[src/rtl/ctrl_pkg.sv]
// Shared types and encodings for the multicycle RV32I control unit.
package ctrl_pkg;

    localparam int unsigned OP_W      = 7;
    localparam int unsigned F3_W      = 3;
    localparam int unsigned ALUCTRL_W = 3;
    localparam int unsigned SEL_W     = 2;

    typedef enum logic [3:0] {
        S_FETCH,
        S_DECODE,
        S_MEMADR,
        S_MEMREAD,
        S_MEMWB,
        S_MEMWRITE,
        S_EXECR,
        S_EXECI,
        S_ALUWB,
        S_BEQ,
        S_JAL
    } state_t;

    typedef enum logic [1:0] {
        ALUOP_ADD   = 2'b00,
        ALUOP_SUB   = 2'b01,
        ALUOP_FUNCT = 2'b10
    } aluop_t;

    // opcodes of the supported subset
    localparam logic [OP_W-1:0] OP_LW  = 7'b0000011;
    localparam logic [OP_W-1:0] OP_SW  = 7'b0100011;
    localparam logic [OP_W-1:0] OP_R   = 7'b0110011;
    localparam logic [OP_W-1:0] OP_I   = 7'b0010011;
    localparam logic [OP_W-1:0] OP_BEQ = 7'b1100011;
    localparam logic [OP_W-1:0] OP_JAL = 7'b1101111;

    // funct3 values understood by the ALU decoder
    localparam logic [F3_W-1:0] F3_ADD = 3'b000;
    localparam logic [F3_W-1:0] F3_SLT = 3'b010;
    localparam logic [F3_W-1:0] F3_OR  = 3'b110;
    localparam logic [F3_W-1:0] F3_AND = 3'b111;

    localparam logic [ALUCTRL_W-1:0] ALU_ADD = 3'b000;
    localparam logic [ALUCTRL_W-1:0] ALU_SUB = 3'b001;
    localparam logic [ALUCTRL_W-1:0] ALU_AND = 3'b010;
    localparam logic [ALUCTRL_W-1:0] ALU_OR  = 3'b011;
    localparam logic [ALUCTRL_W-1:0] ALU_SLT = 3'b101;

    localparam logic [SEL_W-1:0] RES_ALUOUT    = 2'b00;
    localparam logic [SEL_W-1:0] RES_DATA      = 2'b01;
    localparam logic [SEL_W-1:0] RES_ALURESULT = 2'b10;

    localparam logic [SEL_W-1:0] SRCA_PC    = 2'b00;
    localparam logic [SEL_W-1:0] SRCA_OLDPC = 2'b01;
    localparam logic [SEL_W-1:0] SRCA_RS1   = 2'b10;

    localparam logic [SEL_W-1:0] SRCB_RS2  = 2'b00;
    localparam logic [SEL_W-1:0] SRCB_IMM  = 2'b01;
    localparam logic [SEL_W-1:0] SRCB_FOUR = 2'b10;

    localparam logic [SEL_W-1:0] IMM_I = 2'b00;
    localparam logic [SEL_W-1:0] IMM_S = 2'b01;
    localparam logic [SEL_W-1:0] IMM_B = 2'b10;
    localparam logic [SEL_W-1:0] IMM_J = 2'b11;

endpackage

[src/rtl/mc_controller_if.sv]
// Instruction fields, status inputs and datapath controls between controller and datapath.
interface mc_controller_if;
    import ctrl_pkg::*;

    logic [OP_W-1:0]      op;
    logic [F3_W-1:0]      funct3;
    logic                 funct7b5;
    logic                 Zero;
    logic                 MemReady;

    logic                 PCWrite;
    logic                 AdrSrc;
    logic                 MemWrite;
    logic                 IRWrite;
    logic                 RegWrite;
    logic [SEL_W-1:0]     ResultSrc;
    logic [SEL_W-1:0]     ALUSrcA;
    logic [SEL_W-1:0]     ALUSrcB;
    logic [ALUCTRL_W-1:0] ALUControl;
    logic [SEL_W-1:0]     ImmSrc;
    logic                 Illegal;

    modport master (
        input  op, funct3, funct7b5, Zero, MemReady,
        output PCWrite, AdrSrc, MemWrite, IRWrite, RegWrite, ResultSrc,
               ALUSrcA, ALUSrcB, ALUControl, ImmSrc, Illegal
    );

    modport slave (
        output op, funct3, funct7b5, Zero, MemReady,
        input  PCWrite, AdrSrc, MemWrite, IRWrite, RegWrite, ResultSrc,
               ALUSrcA, ALUSrcB, ALUControl, ImmSrc, Illegal
    );

endinterface

[src/rtl/aludec.sv]
// ALU decoder: maps ALUOp and instruction function bits to an ALU operation.
module aludec
    import ctrl_pkg::*;
(
    input  aluop_t               aluop,
    input  logic [F3_W-1:0]      funct3,
    input  logic                 funct7b5,
    input  logic                 op5,
    output logic [ALUCTRL_W-1:0] alu_control,
    output logic                 illegal_funct
);

    logic [ALUCTRL_W-1:0] funct_ctrl;

    // funct3 decode; the illegal flag is valid regardless of ALUOp so DECODE can use it
    always_comb begin
        funct_ctrl    = ALU_ADD;
        illegal_funct = 1'b0;
        case (funct3)
            F3_ADD:  funct_ctrl = (op5 && funct7b5) ? ALU_SUB : ALU_ADD;
            F3_SLT:  funct_ctrl = ALU_SLT;
            F3_OR:   funct_ctrl = ALU_OR;
            F3_AND:  funct_ctrl = ALU_AND;
            default: illegal_funct = 1'b1;
        endcase
    end

    // final operation select by ALUOp
    always_comb begin
        alu_control = ALU_ADD;
        case (aluop)
            ALUOP_SUB:   alu_control = ALU_SUB;
            ALUOP_FUNCT: alu_control = funct_ctrl;
            default:     alu_control = ALU_ADD;
        endcase
    end

endmodule

[src/rtl/mc_controller.sv]
// Multicycle RV32I controller: Moore sequencer driving a shared-memory datapath.
module mc_controller
    import ctrl_pkg::*;
(
    input  logic            clk,
    input  logic            reset,
    mc_controller_if.master bus
);

    state_t state;
    state_t state_next;
    aluop_t aluop;
    logic   illegal_funct;

    aludec u_aludec (
        .aluop         (aluop),
        .funct3        (bus.funct3),
        .funct7b5      (bus.funct7b5),
        .op5           (bus.op[5]),
        .alu_control   (bus.ALUControl),
        .illegal_funct (illegal_funct)
    );

    // state register, forced to FETCH while reset is low
    always_ff @(posedge clk or negedge reset) begin
        if (!reset) begin
            state <= S_FETCH;
        end else begin
            state <= state_next;
        end
    end

    // next state and per-state datapath controls
    always_comb begin
        state_next    = state;
        aluop         = ALUOP_ADD;
        bus.PCWrite   = 1'b0;
        bus.AdrSrc    = 1'b0;
        bus.MemWrite  = 1'b0;
        bus.IRWrite   = 1'b0;
        bus.RegWrite  = 1'b0;
        bus.Illegal   = 1'b0;
        bus.ResultSrc = RES_ALUOUT;
        bus.ALUSrcA   = SRCA_PC;
        bus.ALUSrcB   = SRCB_RS2;

        case (state)
            S_FETCH: begin
                bus.ALUSrcA   = SRCA_PC;
                bus.ALUSrcB   = SRCB_FOUR;
                bus.ResultSrc = RES_ALURESULT;
                bus.IRWrite   = bus.MemReady;
                bus.PCWrite   = bus.MemReady;
                state_next    = bus.MemReady ? S_DECODE : S_FETCH;
            end
            S_DECODE: begin
                // branch target precomputed into ALUOut
                bus.ALUSrcA = SRCA_OLDPC;
                bus.ALUSrcB = SRCB_IMM;
                state_next  = S_FETCH;
                case (bus.op)
                    OP_LW, OP_SW: state_next = S_MEMADR;
                    OP_R: begin
                        bus.Illegal = illegal_funct;
                        state_next  = illegal_funct ? S_FETCH : S_EXECR;
                    end
                    OP_I: begin
                        bus.Illegal = illegal_funct;
                        state_next  = illegal_funct ? S_FETCH : S_EXECI;
                    end
                    OP_BEQ: begin
                        bus.Illegal = (bus.funct3 != F3_ADD);
                        state_next  = (bus.funct3 != F3_ADD) ? S_FETCH : S_BEQ;
                    end
                    OP_JAL:  state_next = S_JAL;
                    default: bus.Illegal = 1'b1;
                endcase
            end
            S_MEMADR: begin
                bus.ALUSrcA = SRCA_RS1;
                bus.ALUSrcB = SRCB_IMM;
                state_next  = (bus.op == OP_SW) ? S_MEMWRITE : S_MEMREAD;
            end
            S_MEMREAD: begin
                bus.AdrSrc = 1'b1;
                state_next = bus.MemReady ? S_MEMWB : S_MEMREAD;
            end
            S_MEMWB: begin
                bus.ResultSrc = RES_DATA;
                bus.RegWrite  = 1'b1;
                state_next    = S_FETCH;
            end
            S_MEMWRITE: begin
                // strobe held through stalls; the write commits on the ready edge
                bus.AdrSrc   = 1'b1;
                bus.MemWrite = 1'b1;
                state_next   = bus.MemReady ? S_FETCH : S_MEMWRITE;
            end
            S_EXECR: begin
                bus.ALUSrcA = SRCA_RS1;
                bus.ALUSrcB = SRCB_RS2;
                aluop       = ALUOP_FUNCT;
                state_next  = S_ALUWB;
            end
            S_EXECI: begin
                bus.ALUSrcA = SRCA_RS1;
                bus.ALUSrcB = SRCB_IMM;
                aluop       = ALUOP_FUNCT;
                state_next  = S_ALUWB;
            end
            S_ALUWB: begin
                bus.RegWrite = 1'b1;
                state_next   = S_FETCH;
            end
            S_JAL: begin
                // return address OldPC+4 into ALUOut, PC takes the target already in ALUOut
                bus.ALUSrcA = SRCA_OLDPC;
                bus.ALUSrcB = SRCB_FOUR;
                bus.PCWrite = 1'b1;
                state_next  = S_ALUWB;
            end
            S_BEQ: begin
                bus.ALUSrcA = SRCA_RS1;
                bus.ALUSrcB = SRCB_RS2;
                aluop       = ALUOP_SUB;
                bus.PCWrite = bus.Zero;
                state_next  = S_FETCH;
            end
            default: state_next = S_FETCH;
        endcase

        // no enable may reach an edge while reset is asserted
        if (!reset) begin
            bus.PCWrite  = 1'b0;
            bus.IRWrite  = 1'b0;
            bus.RegWrite = 1'b0;
            bus.MemWrite = 1'b0;
            bus.Illegal  = 1'b0;
        end
    end

    // immediate format depends only on the opcode
    always_comb begin
        bus.ImmSrc = IMM_I;
        case (bus.op)
            OP_SW:   bus.ImmSrc = IMM_S;
            OP_BEQ:  bus.ImmSrc = IMM_B;
            OP_JAL:  bus.ImmSrc = IMM_J;
            default: bus.ImmSrc = IMM_I;
        endcase
    end

endmodule

[src/flat_wrapper.sv]
// flat-port wrapper written by rule: the top's interface ports become plain ports
module mc_controller_flat import ctrl_pkg::*;
  (clk, reset, bus_op, bus_funct3, bus_funct7b5, bus_Zero, bus_MemReady, bus_PCWrite, bus_AdrSrc, bus_MemWrite, bus_IRWrite, bus_RegWrite, bus_ResultSrc, bus_ALUSrcA, bus_ALUSrcB, bus_ALUControl, bus_ImmSrc, bus_Illegal);
  mc_controller_if bus_i ();
  input  logic clk;
  input  logic reset;
  input wire logic [$bits(bus_i.op)-1:0] bus_op;
  input wire logic [$bits(bus_i.funct3)-1:0] bus_funct3;
  input wire logic [$bits(bus_i.funct7b5)-1:0] bus_funct7b5;
  input wire logic [$bits(bus_i.Zero)-1:0] bus_Zero;
  input wire logic [$bits(bus_i.MemReady)-1:0] bus_MemReady;
  output wire logic [$bits(bus_i.PCWrite)-1:0] bus_PCWrite;
  output wire logic [$bits(bus_i.AdrSrc)-1:0] bus_AdrSrc;
  output wire logic [$bits(bus_i.MemWrite)-1:0] bus_MemWrite;
  output wire logic [$bits(bus_i.IRWrite)-1:0] bus_IRWrite;
  output wire logic [$bits(bus_i.RegWrite)-1:0] bus_RegWrite;
  output wire logic [$bits(bus_i.ResultSrc)-1:0] bus_ResultSrc;
  output wire logic [$bits(bus_i.ALUSrcA)-1:0] bus_ALUSrcA;
  output wire logic [$bits(bus_i.ALUSrcB)-1:0] bus_ALUSrcB;
  output wire logic [$bits(bus_i.ALUControl)-1:0] bus_ALUControl;
  output wire logic [$bits(bus_i.ImmSrc)-1:0] bus_ImmSrc;
  output wire logic [$bits(bus_i.Illegal)-1:0] bus_Illegal;
  assign bus_i.op = bus_op;
  assign bus_i.funct3 = bus_funct3;
  assign bus_i.funct7b5 = bus_funct7b5;
  assign bus_i.Zero = bus_Zero;
  assign bus_i.MemReady = bus_MemReady;
  assign bus_PCWrite = bus_i.PCWrite;
  assign bus_AdrSrc = bus_i.AdrSrc;
  assign bus_MemWrite = bus_i.MemWrite;
  assign bus_IRWrite = bus_i.IRWrite;
  assign bus_RegWrite = bus_i.RegWrite;
  assign bus_ResultSrc = bus_i.ResultSrc;
  assign bus_ALUSrcA = bus_i.ALUSrcA;
  assign bus_ALUSrcB = bus_i.ALUSrcB;
  assign bus_ALUControl = bus_i.ALUControl;
  assign bus_ImmSrc = bus_i.ImmSrc;
  assign bus_Illegal = bus_i.Illegal;
  mc_controller u_core (.clk(clk), .reset(reset), .bus(bus_i));
endmodule
[config.mk]
export PLATFORM = sky130hd
export DESIGN_NAME = mc_controller_flat
export DESIGN_NICKNAME = d
export VERILOG_FILES = /design/src/rtl/ctrl_pkg.sv /design/src/rtl/mc_controller_if.sv /design/src/rtl/aludec.sv /design/src/rtl/mc_controller.sv /design/src/flat_wrapper.sv
export SDC_FILE = /design/constraint.sdc
export NUM_CORES = 1
export LEC_CHECK = 0
export BUFFER_PORTS_ARGS = -buffer_cell sky130_fd_sc_hd__buf_2
export CAP_MARGIN = 25
export CELL_PAD_IN_SITES_DETAIL_PLACEMENT = 0
export CELL_PAD_IN_SITES_GLOBAL_PLACEMENT = 1
export CORE_MARGIN = 4
export CORE_UTILIZATION = 34
export CTS_CLUSTER_DIAMETER = 200
export DETAILED_ROUTE_END_ITERATION = 8
export HOLD_SLACK_MARGIN = 0.06
export PLACE_DENSITY_LB_ADDON = 0.1
export RECOVER_POWER = 100
export REMOVE_ABC_BUFFERS = 1
export SETUP_SLACK_MARGIN = 0.2
export SLEW_MARGIN = 20
export SYNTH_ARGS = -nofsm -noshare
export SYNTH_HDL_FRONTEND = slang
export SYNTH_HIERARCHICAL = 1
export SYNTH_SLANG_ARGS = --single-unit
[constraint.sdc]
create_clock -name clk -period 3.17 [get_ports clk]
set_input_delay 0.317 -clock clk [delete_from_list [all_inputs] [get_ports clk]]
set_output_delay 0.317 -clock clk [all_outputs]
set_load 0.1 [all_outputs]
==> flow_summary.rst, run 1 <==
.. list-table::
   :header-rows: 1

   * - Metric
     - Value
   * - Summed instance area of the synthesized netlist
     - 756 µm²
   * - Slew HR
     - 22.4%
   * - Worst Path Buf+Inv
     - 3
   * - Class of the most critical setup path
     - input port to output port
   * - Setup repair bufs after CTS
     - 0
   * - Avg Cell Area, Syn
     - 6.93 µm²
   * - Number of hold-repair buffers added at the cts stage
     - 1
   * - Critical Path Fanout Max
     - 8
   * - Fraction of final layout cells with drive strength greater than 1
     - 20.1%
   * - First-pass GRT wire length
     - 3.40 mm
   * - Peak per-stage delay on the critical path
     - 900 ps
   * - Critical Path Start Type
     - input port
   * - Overall fraction of global-route tracks in use
     - 15.3%
   * - Fill count
     - 232
   * - Reg-to-Reg End
     - u_core/state[0]
   * - Clock-pin slew on the worst setup and hold paths
     - 40 ps
   * - Slowest-stage cell, CP
     - sky130_fd_sc_hd__clkbuf_1
   * - Source of the worst register-to-register timing path
     - u_core/state[2]
   * - Starting Density
     - 37.0%
   * - Deepest clock path buffer count
     - 2
   * - Final hold violation count
     - 0
   * - Synthesized netlist cell count
     - 109
   * - CTS tree
     - built
   * - Via count of the first global-routing pass
     - 771
   * - I/O pin count
     - 32
   * - Hold Startpoint
     - bus_op[4]
   * - Clock sinks
     - 4
   * - Via count normalized by instance count
     - 5.32
   * - Count of placed standard cells in the final layout, fillers left out
     - 166
   * - Most frequent cell on the critical path
     - sky130_fd_sc_hd__clkbuf_1
   * - Max-cap check violation count
     - 0
   * - Congestion Overflow GR
     - 0
   * - Portion of the post-synthesis area used by sequential elements
     - 13.2%
   * - Kind of cell adding the most delay to the critical path
     - buffers and inverters
   * - Upper clock frequency limit
     - 369 MHz
   * - Final critical-path share of the clock period
     - 85.4%
   * - Routability congestion estimate
     - 0.759
   * - Total routed wirelength
     - 2.13 mm
   * - EDFF count, synth
     - 0
   * - Post-placement cell area
     - 936 µm²
   * - Worst EP arrival
     - 2390 ps
   * - 1st-pass router iterations
     - 4
   * - Number of nets in the layout
     - 158
   * - Count of cells resized by post-cts repair
     - 0
   * - Number of nets with antenna violations after routing
     - 0
   * - Post-detailed-route wirelength per cell
     - 12.8 µm
   * - Layout Skew
     - 10.1 ps
   * - Count of final setup violators
     - 0
   * - Clk_lat worst skew
     - 240 ps
   * - Endpoint class of the critical path
     - output port
   * - Length in cells of the worst reg-to-reg path
     - 5
   * - Number of distinct standard cells referenced by the synthesized netlist
     - 44
   * - Final instance area
     - 938 µm²
   * - Area growth from synthesis to layout
     - 24.2%
   * - Number of DRC markers after the initial detailed-route iteration
     - 18
   * - Setup slack of the critical path after layout
     - 462 ps
   * - Final number of max-transition violations
     - 0
   * - Worst-margin pin slew
     - 1170 ps
   * - Remaining design rule violation count
     - 0
   * - Minimum period implied by the final worst setup slack
     - 2710 ps
   * - Max VDD drop
     - 237 µV
   * - Critical Path Source
     - reset
   * - Worst hold slack
     - 463 ps
   * - Count of input and output buffers
     - 31
   * - H-tree depth
     - 1
   * - Total power divided by cell area
     - 237 nW/µm²
   * - Number of stages on the worst hold path
     - 4
   * - CTS Buf Count
     - 3
   * - CP Cell Sequence
     - dlygate4sd3_1, clkbuf_1, nand2_1, nor4_1, clkbuf_1
   * - Number of storage elements in the synthesis netlist
     - 4
   * - Register with the highest flop count
     - u_core/state
   * - Initial antenna violation count
     - 0
   * - Most used DFF post-synth
     - sky130_fd_sc_hd__dfrtp_1
   * - Floorplan row count
     - 16
   * - Antenna diode instance count
     - 0
   * - Worst hold path type
     - input port to flip-flop
   * - Total leakage power
     - 0.349 nW
   * - Largest net degree at the start of global routing
     - 19
   * - Count of synthesis-stage warnings from yosys
     - 6
   * - Instance count after placement with tap cells included
     - 162
   * - Die height
     - 55.1 µm
   * - Die width
     - 55.1 µm
   * - Core Footprint
     - 2040 µm²
   * - Largest register FFs
     - 4
   * - Proportion of register bits with asynchronous set or reset after synthesis
     - 100%
   * - DP HPWL
     - 1.65 mm
   * - Total via count after detailed routing
     - 883
   * - R2R Setup Slk
     - 1430 ps
   * - Placement Setup Slack
     - 802 ps
   * - Critical path data required time
     - 2850 ps
   * - Die area
     - 3040 µm²
   * - Setup repair after global routing missed its margin
     - false
   * - Result of the run
     - complete, no violations
   * - Root Driver
     - sky130_fd_sc_hd__clkbuf_4
   * - Registers with the highest flip-flop counts
     - u_core/state (4)
   * - Terminating pin of the worst hold path
     - u_core/state[3]
[per-layer routing]
layer / GRT usage, % / vias up / share of wire (%)
met1: 21.8 / 406 / 49
met3: 1.61 / 0 / 3.8
li1: - / 461 / -
met2: 23.2 / 16 / 48
met4: 6.07 / 0 / 0
met5: 0 / - / 0
[area by class of cell]
cell class	instances	area [µm²]	share of cell area, %
inverter	6	22.5	2.40
multi-input combinational	91	594	63.3
clock buffer	3	22.5	2.40
tap	27	33.8	3.60
sequential	4	100	10.7
timing repair buffer	35	165	17.6
[worst max path at each step]
stage	endpoint	slack [ps]	cells past startpoint
after floorplan	bus_Illegal	-930	3
after global placement	bus_ALUControl[0]	910	7
after detailed placement	bus_ALUControl[0]	800	7
after CTS	bus_ALUControl[0]	530	7
after global routing	bus_ALUControl[0]	220	7
final	bus_Illegal	460	5
[worst register-to-register path: stages, from the launching register on]
cell	delay [ps]
sky130_fd_sc_hd__dfrtp_1	460
sky130_fd_sc_hd__clkbuf_1	240
sky130_fd_sc_hd__nor2_1	240
sky130_fd_sc_hd__nand2_1	80
sky130_fd_sc_hd__a211o_1	290
sky130_fd_sc_hd__o32ai_1	320
[cell usage in the layout, fill, tap and decap left out, types with 2 or more instances in the layout]
cell	netlist	final
sky130_fd_sc_hd__a211o_1	2	2
sky130_fd_sc_hd__a211oi_1	2	2
sky130_fd_sc_hd__a21oi_1	6	6
sky130_fd_sc_hd__and3_1	2	2
sky130_fd_sc_hd__buf_2	1	13
sky130_fd_sc_hd__buf_4	0	2
sky130_fd_sc_hd__clkbuf_1	7	16
sky130_fd_sc_hd__clkbuf_2	0	3
sky130_fd_sc_hd__clkbuf_4	0	3
sky130_fd_sc_hd__dfrtp_1	4	4
sky130_fd_sc_hd__ha_1	2	2
sky130_fd_sc_hd__inv_1	6	6
sky130_fd_sc_hd__nand2_1	11	11
sky130_fd_sc_hd__nand2b_1	3	3
sky130_fd_sc_hd__nand3b_1	5	5
sky130_fd_sc_hd__nor2_1	14	14
sky130_fd_sc_hd__nor2b_1	4	4
sky130_fd_sc_hd__nor3_1	3	3
sky130_fd_sc_hd__nor3b_1	2	2
sky130_fd_sc_hd__nor4_1	4	4
sky130_fd_sc_hd__o21ai_0	3	3
sky130_fd_sc_hd__o32ai_1	2	2
sky130_fd_sc_hd__xnor2_1	2	2
[logic make-up after synthesis]
kind of cell,Yosys count,share of synthesized area (%)
XOR/XNOR,2,2.32
AND/OR/NAND/NOR,61,47.0
adder cells (fa/ha/maj),2,3.31
multiplexers,1,1.32
AO/OA/AOI/OAI,25,25.7
flip-flops,4,13.2
buffers and inverters,14,7.12
[where the power goes]
group	internal, mW	total, mW	leakage [nW]	switching (mW)
Clock	0.0424	0.0638	0.0138	0.0214
Sequential	0.0523	0.0530	0.0541	0.000664
Combinational	0.0269	0.105	0.281	0.0784
Total	0.122	0.222	0.349	0.101
[cells in the mapped netlist (2+ instances only)]
library cell | count | area [µm²]
sky130_fd_sc_hd__a211o_1 | 2 | 17.5
sky130_fd_sc_hd__a211oi_1 | 2 | 15.0
sky130_fd_sc_hd__a21oi_1 | 6 | 30.0
sky130_fd_sc_hd__and3_1 | 2 | 12.5
sky130_fd_sc_hd__clkbuf_1 | 7 | 26.3
sky130_fd_sc_hd__dfrtp_1 | 4 | 100
sky130_fd_sc_hd__ha_1 | 2 | 25.0
sky130_fd_sc_hd__inv_1 | 6 | 22.5
sky130_fd_sc_hd__nand2_1 | 11 | 41.3
sky130_fd_sc_hd__nand2b_1 | 3 | 18.8
sky130_fd_sc_hd__nand3b_1 | 5 | 37.5
sky130_fd_sc_hd__nor2_1 | 14 | 52.6
sky130_fd_sc_hd__nor2b_1 | 4 | 25.0
sky130_fd_sc_hd__nor3_1 | 3 | 15.0
sky130_fd_sc_hd__nor3b_1 | 2 | 15.0
sky130_fd_sc_hd__nor4_1 | 4 | 25.0
sky130_fd_sc_hd__o21ai_0 | 3 | 15.0
sky130_fd_sc_hd__o32ai_1 | 2 | 17.5
sky130_fd_sc_hd__xnor2_1 | 2 | 17.5
[stage by stage]
step	util (%)	total power, mW	TNS [ps]
after global routing	46.0	0.237	0
after CTS	47.4	0.228	0
after global placement	45.8	0.159	0
after floorplan	-	0.130	-2400
final	46.0	0.222	0
after detailed placement	45.8	0.160	0
No activity file was read; power rests on OpenSTA's default activity.
==> run 2, diff against run 1 <==
Settings changed: ABC_AREA from default to 1, CORE_UTILIZATION 34 to 31.
==> run 2 against run 1 <==
  * Register-to-register slack improved by 410 ps
  * Clock power decreased by 3%
  * Utilization decreased by 3.1 points
  * Global-route usage decreased by 3.4 points
  * Die area about the same
  * Power increased by 24%
  * Clock-buffer cell count unchanged
  * Sequential cell count unchanged
  * Routed wire length decreased by 17%
  * Critical endpoint is now bus_RegWrite
==> flow_summary.rst, run 2 <==
.. list-table::
   :header-rows: 1

   * - Metric
     - Value
   * - Setup repair after global routing missed its margin
     - false
   * - Most common cell after layout, fill and taps aside
     - sky130_fd_sc_hd__nand2_1
   * - Congestion Overflow GR
     - 0 (unchanged)
   * - Slew HR
     - 22.6% (+0.21 points)
   * - I/O pin count
     - 32 (unchanged)
   * - Portion of the post-synthesis area used by sequential elements
     - 14.5% (+1.3 points)
   * - Layout Skew
     - 3.29 ps (-6.77 ps)
   * - H-tree depth
     - 1 (unchanged)
   * - Fill count
     - 254 (+9.5%)
   * - Core Footprint
     - 2040 µm² (unchanged)
   * - Final number of max-transition violations
     - 0 (unchanged)
   * - Top-count cell post-synth
     - sky130_fd_sc_hd__nand2_1
   * - Setup slack of the critical path after layout
     - 500 ps (+37.6 ps)
   * - Synthesized netlist cell count
     - 128 (+17%)
   * - Initial antenna violation count
     - 0 (unchanged)
   * - Number of DRC markers after the initial detailed-route iteration
     - 16 (-2)
   * - Fraction of final layout cells with drive strength greater than 1
     - 20.9% (+0.72 points)
   * - Die width
     - 55.2 µm (about the same)
   * - Number of nets in the layout
     - 182 (+15%)
   * - Worst-margin pin slew
     - 1170 ps (-3.22 ps)
   * - Final instance area
     - 876 µm² (-6.7%)
   * - Critical Path Fanout Max
     - 6 (-2)
   * - Antenna diode instance count
     - 0 (unchanged)
   * - Registers with the highest flip-flop counts
     - u_core/state (4)
   * - Register with the highest flop count
     - u_core/state
   * - Via count normalized by instance count
     - 4.47 (-16%)
   * - Number of distinct standard cells referenced by the synthesized netlist
     - 20 (-55%)
   * - Clk_lat worst skew
     - 230 ps (about the same)
   * - Avg Cell Area, Syn
     - 5.39 µm² (-22%)
   * - Endpoint class of the critical path
     - output port
   * - Result of the run
     - complete, no violations
   * - Floorplan row count
     - 16 (unchanged)
   * - Number of nets with antenna violations after routing
     - 0 (unchanged)
   * - Upper clock frequency limit
     - 374 MHz (+1.4%)
   * - CTS Buf Count
     - 3 (unchanged)
   * - Top cell types by occurrence after synthesis
     - sky130_fd_sc_hd__nand2_1, sky130_fd_sc_hd__inv_1, sky130_fd_sc_hd__nor2_1, sky130_fd_sc_hd__nand3_1, sky130_fd_sc_hd__nand2_2
   * - Count of input and output buffers
     - 31 (unchanged)
   * - Final hold violation count
     - 0 (unchanged)
   * - Total routed wirelength
     - 1.76 mm (-17%)
   * - Clock-pin slew on the worst setup and hold paths
     - 40 ps (about the same)
   * - Tot Pwr
     - 275 µW (+24%)
   * - DP HPWL
     - 1.51 mm (-8.2%)
   * - Total via count after detailed routing
     - 850 (-3.7%)
   * - Remaining design rule violation count
     - 0 (unchanged)
   * - Critical path data required time
     - 2850 ps (about the same)
   * - Post-Route Utilization
     - 42.9% (-3.1 points)
   * - 1st-pass router iterations
     - 6 (+2)
   * - Die area
     - 3040 µm² (about the same)
   * - Area growth from synthesis to layout
     - 27.0%
   * - Count of final setup violators
     - 0 (unchanged)
   * - EDFF count, synth
     - 0 (unchanged)
   * - Critical Path Start Type
     - input port
   * - Deepest clock path buffer count
     - 2 (unchanged)
   * - Largest net degree at the start of global routing
     - 9 (-10)
   * - Max-cap check violation count
     - 0 (unchanged)
   * - Class of the most critical setup path
     - input port to output port
   * - Worst hold path type
     - input port to flip-flop
   * - Instance count after placement with tap cells included
     - 186 (+15%)
   * - First-pass GRT wire length
     - 2.66 mm (-22%)
   * - Root Driver
     - sky130_fd_sc_hd__clkbuf_4
   * - Starting Density
     - 33.8% (-3.2 points)
   * - Routability congestion estimate
     - 0.791 (+4.3%)
   * - Count of placed standard cells in the final layout, fillers left out
     - 190 (+14%)
   * - Most used DFF post-synth
     - sky130_fd_sc_hd__dfrtp_1
   * - Count of synthesis-stage warnings from yosys
     - 6 (unchanged)
   * - Clock sinks
     - 4 (unchanged)
   * - CTS tree
     - built
   * - Worst hold slack
     - 467 ps (+3.99 ps)
   * - Placement Setup Slack
     - 935 ps (+133 ps)
   * - Final critical-path share of the clock period
     - 84.2% (-1.2 points)
   * - Leading cell types in the layout, fill and taps excluded
     - sky130_fd_sc_hd__nand2_1, sky130_fd_sc_hd__inv_1, sky130_fd_sc_hd__nor2_1
   * - Max VDD drop
     - 217 µV (-8.2%)
   * - Total leakage power
     - 0.520 nW (+49%)
   * - Portion of synthesized cell area occupied by the leading cell type
     - 18.0% (+4.7 points)
   * - Number of storage elements in the synthesis netlist
     - 4 (unchanged)
   * - Summed instance area of the synthesized netlist
     - 689 µm² (-8.8%)
   * - Via count of the first global-routing pass
     - 688 (-11%)
   * - Area leader, netlist
     - sky130_fd_sc_hd__nand2_1
   * - Post-detailed-route wirelength per cell
     - 9.28 µm (-28%)
   * - Total negative slack for setup checks
     - 0 ps (unchanged)
   * - Total power divided by cell area
     - 314 nW/µm² (+33%)
   * - Proportion of register bits with asynchronous set or reset after synthesis
     - 100% (unchanged)
   * - Largest register FFs
     - 4 (unchanged)
   * - Die height
     - 55.2 µm (about the same)
   * - Overall fraction of global-route tracks in use
     - 11.9% (-3.4 points)
   * - Cells taking the most area after synthesis
     - sky130_fd_sc_hd__nand2_1, sky130_fd_sc_hd__inv_1, sky130_fd_sc_hd__dfrtp_1
   * - Minimum period implied by the final worst setup slack
     - 2670 ps (-37.6 ps)
   * - Post-placement cell area
     - 878 µm² (-6.1%)
   * - Worst EP arrival
     - 2350 ps (-40 ps)
[run 2: area by class of cell]
type | instances | area (µm²) | share of cell area (%)
Clock buffer | 3 | 22.5 | 2.57
Multi-Input combinational cell | 93 | 458 | 52.3
Sequential cell | 4 | 100 | 11.4
Inverter | 31 | 116 | 13.3
Tap cell | 27 | 33.8 | 3.86
Timing Repair Buffer | 32 | 145 | 16.6
[run 2: final timing paths]
check | from | to | slack (ps) | cells past startpoint
max | reset | bus_RegWrite | 500 | 5
max in group asynchronous | reset | u_core/state[3] | 2450 | 2
max reg2reg | u_core/state[1] | u_core/state[1] | 1840 | 5
min reg2reg | u_core/state[0] | u_core/state[1] | 770 | 4
min in group asynchronous | reset | u_core/state[0] | 490 | 2
min | bus_MemReady | u_core/state[0] | 470 | 4
[run 2: power breakdown]
part	internal [mW]	leakage (nW)	switching, mW
Clock	0.0423	0.0138	0.0198
Sequential	0.0536	0.0543	0.00272
Combinational	0.0246	0.452	0.132
Total	0.121	0.520	0.154
[run 2: cells by family (layout without fill, tap and decap cells)]
group,count (synthesis),count (layout),share of synthesized area (%)
buf+inv,31,66,16.9
fa+ha+maj,2,2,3.63
simple gates,86,86,59.7
flops,4,4,14.5
compound gates,5,5,5.26
[run 2: timing repair]
item                                   in CTS  in global routing
endpoints found under the hold margin       4                  0
gates resized for setup                     0                  0
setup endpoints to repair                   0                  0
hold buffers                                1                  0
buffers inserted                            0                  0
[run 2: per-layer routing]
layer	share of wire (%)	vias up	track usage, %
met3	6.8	0	2.41
met1	50	364	16.4
met2	43	29	19.1
met4	0	0	2.43
li1	-	457	-
met5	0	-	0
[run 2: critical path: stages]
cell                            delay (ps)
sky130_fd_sc_hd__dlygate4sd3_1         530
sky130_fd_sc_hd__clkbuf_1              260
sky130_fd_sc_hd__inv_1                 140
sky130_fd_sc_hd__a211oi_1              220
sky130_fd_sc_hd__clkbuf_1              880
==> run 3, diff against run 2 <==
Settings changed: ABC_AREA 1 to 0, CORE_UTILIZATION 31 to 32.
Clock period 3.17 ns to 2.5 ns, I/O delays scaled along.
==> run 3 against run 2 <==
  * Non-clock buffer count rose by 9
  * Via count grew 8.6%
  * Global-route usage up 2.4 points
==> flow_summary.rst, run 3 (synthesis results as in run 1) <==
.. list-table::
   :header-rows: 1

   * - Metric
     - Value
   * - Result of the run
     - complete, no violations
   * - Total leakage power
     - 0.435 nW (-16%)
   * - Layout Skew
     - 7.58 ps (+4.29 ps)
   * - Final number of max-transition violations
     - 0 (unchanged)
   * - Via count normalized by instance count
     - 5.34 (+19%)
   * - CP Cell Sequence
     - nor2b_4, nand2_1, nor2_1, inv_1, ha_1, and4b_1, clkbuf_4
   * - CTS tree
     - built
   * - Leading cell types in the layout, fill and taps excluded
     - sky130_fd_sc_hd__buf_2, sky130_fd_sc_hd__nor2_1, sky130_fd_sc_hd__clkbuf_2
   * - Peak per-stage delay on the critical path
     - 450 ps (-430 ps)
   * - Most common cell after layout, fill and taps aside
     - sky130_fd_sc_hd__buf_2
   * - Final critical-path share of the clock period
     - 90.8%
   * - 1st-pass router iterations
     - 4 (-2)
   * - Slowest-stage cell, CP
     - sky130_fd_sc_hd__dfrtp_2
   * - Routability congestion estimate
     - 0.745 (-5.8%)
   * - Core Footprint
     - 2230 µm² (+9.4%)
   * - Die height
     - 56.6 µm (+2.6%)
   * - Reg-to-Reg End
     - u_core/state[3]
   * - Post-placement cell area
     - 982 µm² (+12%)
   * - Total power divided by cell area
     - 274 nW/µm² (-13%)
   * - Antenna diode instance count
     - 0 (unchanged)
   * - Number of nets in the layout
     - 164 (-9.9%)
   * - Slew HR
     - 23.0% (+0.40 points)
   * - Minimum period implied by the final worst setup slack
     - 2270 ps
   * - Total negative slack for setup checks
     - 0 ps (unchanged)
   * - Largest net degree at the start of global routing
     - 18 (+9)
   * - Starting Density
     - 33.8% (+0.075 points)
   * - Deepest clock path buffer count
     - 2 (unchanged)
   * - Floorplan row count
     - 17 (+1)
   * - Total via count after detailed routing
     - 923 (+8.6%)
   * - Congestion Overflow GR
     - 0 (unchanged)
   * - Number of nets with antenna violations after routing
     - 0 (unchanged)
   * - Critical Path Fanout Max
     - 8 (+2)
   * - Register with the highest flop count
     - u_core/state
   * - Kind of cell adding the most delay to the critical path
     - simple AND/OR/NAND/NOR gates
   * - Initial antenna violation count
     - 0 (unchanged)
   * - Final instance area
     - 1040 µm² (+19%)
   * - Root Driver
     - sky130_fd_sc_hd__clkbuf_4
   * - H-tree depth
     - 1 (unchanged)
   * - CTS Buf Count
     - 3 (unchanged)
   * - Critical Path Start Type
     - flip-flop
   * - Length in cells of the worst reg-to-reg path
     - 5 (unchanged)
   * - Critical path data required time
     - 2250 ps (-600 ps)
   * - Source of the worst register-to-register timing path
     - u_core/state[3]
   * - Clock sinks
     - 4 (unchanged)
   * - I/O pin count
     - 32 (unchanged)
   * - Count of input and output buffers
     - 31 (unchanged)
   * - Count of final setup violators
     - 0 (unchanged)
   * - Setup slack of the critical path after layout
     - 230 ps (-270 ps)
   * - Setup repair after global routing missed its margin
     - false
   * - Fraction of final layout cells with drive strength greater than 1
     - 35.9% (+15 points)
   * - Worst-margin pin slew
     - 1160 ps (-6.10 ps)
   * - Upper clock frequency limit
     - 440 MHz
   * - Number of stages on the worst hold path
     - 4 (unchanged)
   * - Class of the most critical setup path
     - flip-flop to output port
   * - Die width
     - 56.6 µm (+2.6%)
   * - Registers with the highest flip-flop counts
     - u_core/state (4)
   * - Area growth from synthesis to layout
     - 37.6%
   * - Total routed wirelength
     - 2.26 mm (+28%)
   * - Via count of the first global-routing pass
     - 859 (+25%)
   * - Placement Setup Slack
     - 341 ps (-594 ps)
   * - Largest register FFs
     - 4 (unchanged)
   * - Worst hold path type
     - input port to flip-flop
   * - Worst Path Buf+Inv
     - 2 (-2)
   * - Remaining design rule violation count
     - 0 (unchanged)
   * - Max-cap check violation count
     - 0 (unchanged)
   * - Max VDD drop
     - 101 µV (-54%)
   * - DP HPWL
     - 1.79 mm (+18%)
   * - R2R Setup Slk
     - 860 ps (-980 ps)
   * - Die area
     - 3200 µm² (+5.3%)
   * - Endpoint class of the critical path
     - output port
   * - First-pass GRT wire length
     - 3.77 mm (+42%)
   * - Clock-pin slew on the worst setup and hold paths
     - 40 ps (about the same)
   * - Final hold violation count
     - 0 (unchanged)
   * - Terminating pin of the worst hold path
     - u_core/state[3]
   * - Post-detailed-route wirelength per cell
     - 13.1 µm (+41%)
   * - Hold Startpoint
     - bus_op[4]
   * - Number of DRC markers after the initial detailed-route iteration
     - 12 (-4)
   * - Worst EP arrival
     - 2020 ps (-330 ps)
   * - Overall fraction of global-route tracks in use
     - 14.3% (+2.4 points)
   * - Clk_lat worst skew
     - 230 ps (about the same)
-- run 3: cell count changes in the layout (fill, tap and decap cells not counted), sizes merged, moves of 9 or more --
cell | before | now
nand3 | 13 | 1
nor2 | 27 | 14
inv | 31 | 6
nand2 | 40 | 11
buf | 14 | 23
-- run 3: where the power goes --
group	internal, mW	switching, mW	leakage, nW
Clock	0.0536	0.0251	0.0138
Combinational	0.0379	0.101	0.370
Sequential	0.0664	0.000863	0.0507
-- run 3: stage by stage --
stage | hold slack [ps] | instances | total power, mW | util [%]
2_1_floorplan | -45.6 | 101 | 0.165 | -
3_3_place_gp | 87.4 | 165 | 0.203 | 44.0
3_5_place_dp | 90.5 | 165 | 0.204 | 44.0
4_1_cts | 377 | 169 | 0.289 | 45.7
5_1_grt | 396 | 173 | 0.300 | 46.6
6_report | 391 | 173 | 0.285 | 46.6
-- run 3: area by class of cell --
class | count | area (µm²)
multi-input cells | 91 | 623
clock buffers | 3 | 22.5
flip-flops and latches | 4 | 103
well taps | 28 | 35.0
repair buffers | 41 | 234
fillers | 251 | 1190
inverters | 6 | 22.5
-- run 3: worst max-delay path by stage --
stage	startpoint	to	slack (ps)	cells after the start
finish	u_core/state[2]	bus_ALUControl[2]	230	7
detailed placement	u_core/state[2]	bus_ALUControl[0]	340	7
global route	u_core/state[2]	bus_ALUControl[2]	120	7
CTS	u_core/state[3]	bus_ALUControl[0]	200	7
floorplan	bus_op[2]	bus_Illegal	-1470	3
global placement	u_core/state[2]	bus_ALUControl[2]	400	7
-- run 3: what timing repair did --
item / in CTS / in global routing
resized for setup: 3 / 5
setup buffers: 0 / 4
hold buffers: 1 / 0
gates cloned: 0 / 0
endpoints found under the hold margin: 4 / 0
endpoints found under the setup margin: 2 / 3
-- run 3: routing by layer --
metal / track usage [%] / vias up / wire length (µm)
met5: 0 / - / 0
met1: 18.1 / 408 / 1060
li1: - / 482 / -
met2: 23.4 / 31 / 1040
met4: 7.12 / 0 / 18
met3: 1.84 / 2 / 146
-- run 3: worst reg2reg max path, delay by kind of cell (launching register included) --
kind / cells / cell delay [ps]
flip-flops: 1 / 470
AO/OA/AOI/OAI: 2 / 620
AND/OR/NAND/NOR: 2 / 270
buffers and inverters: 1 / 180
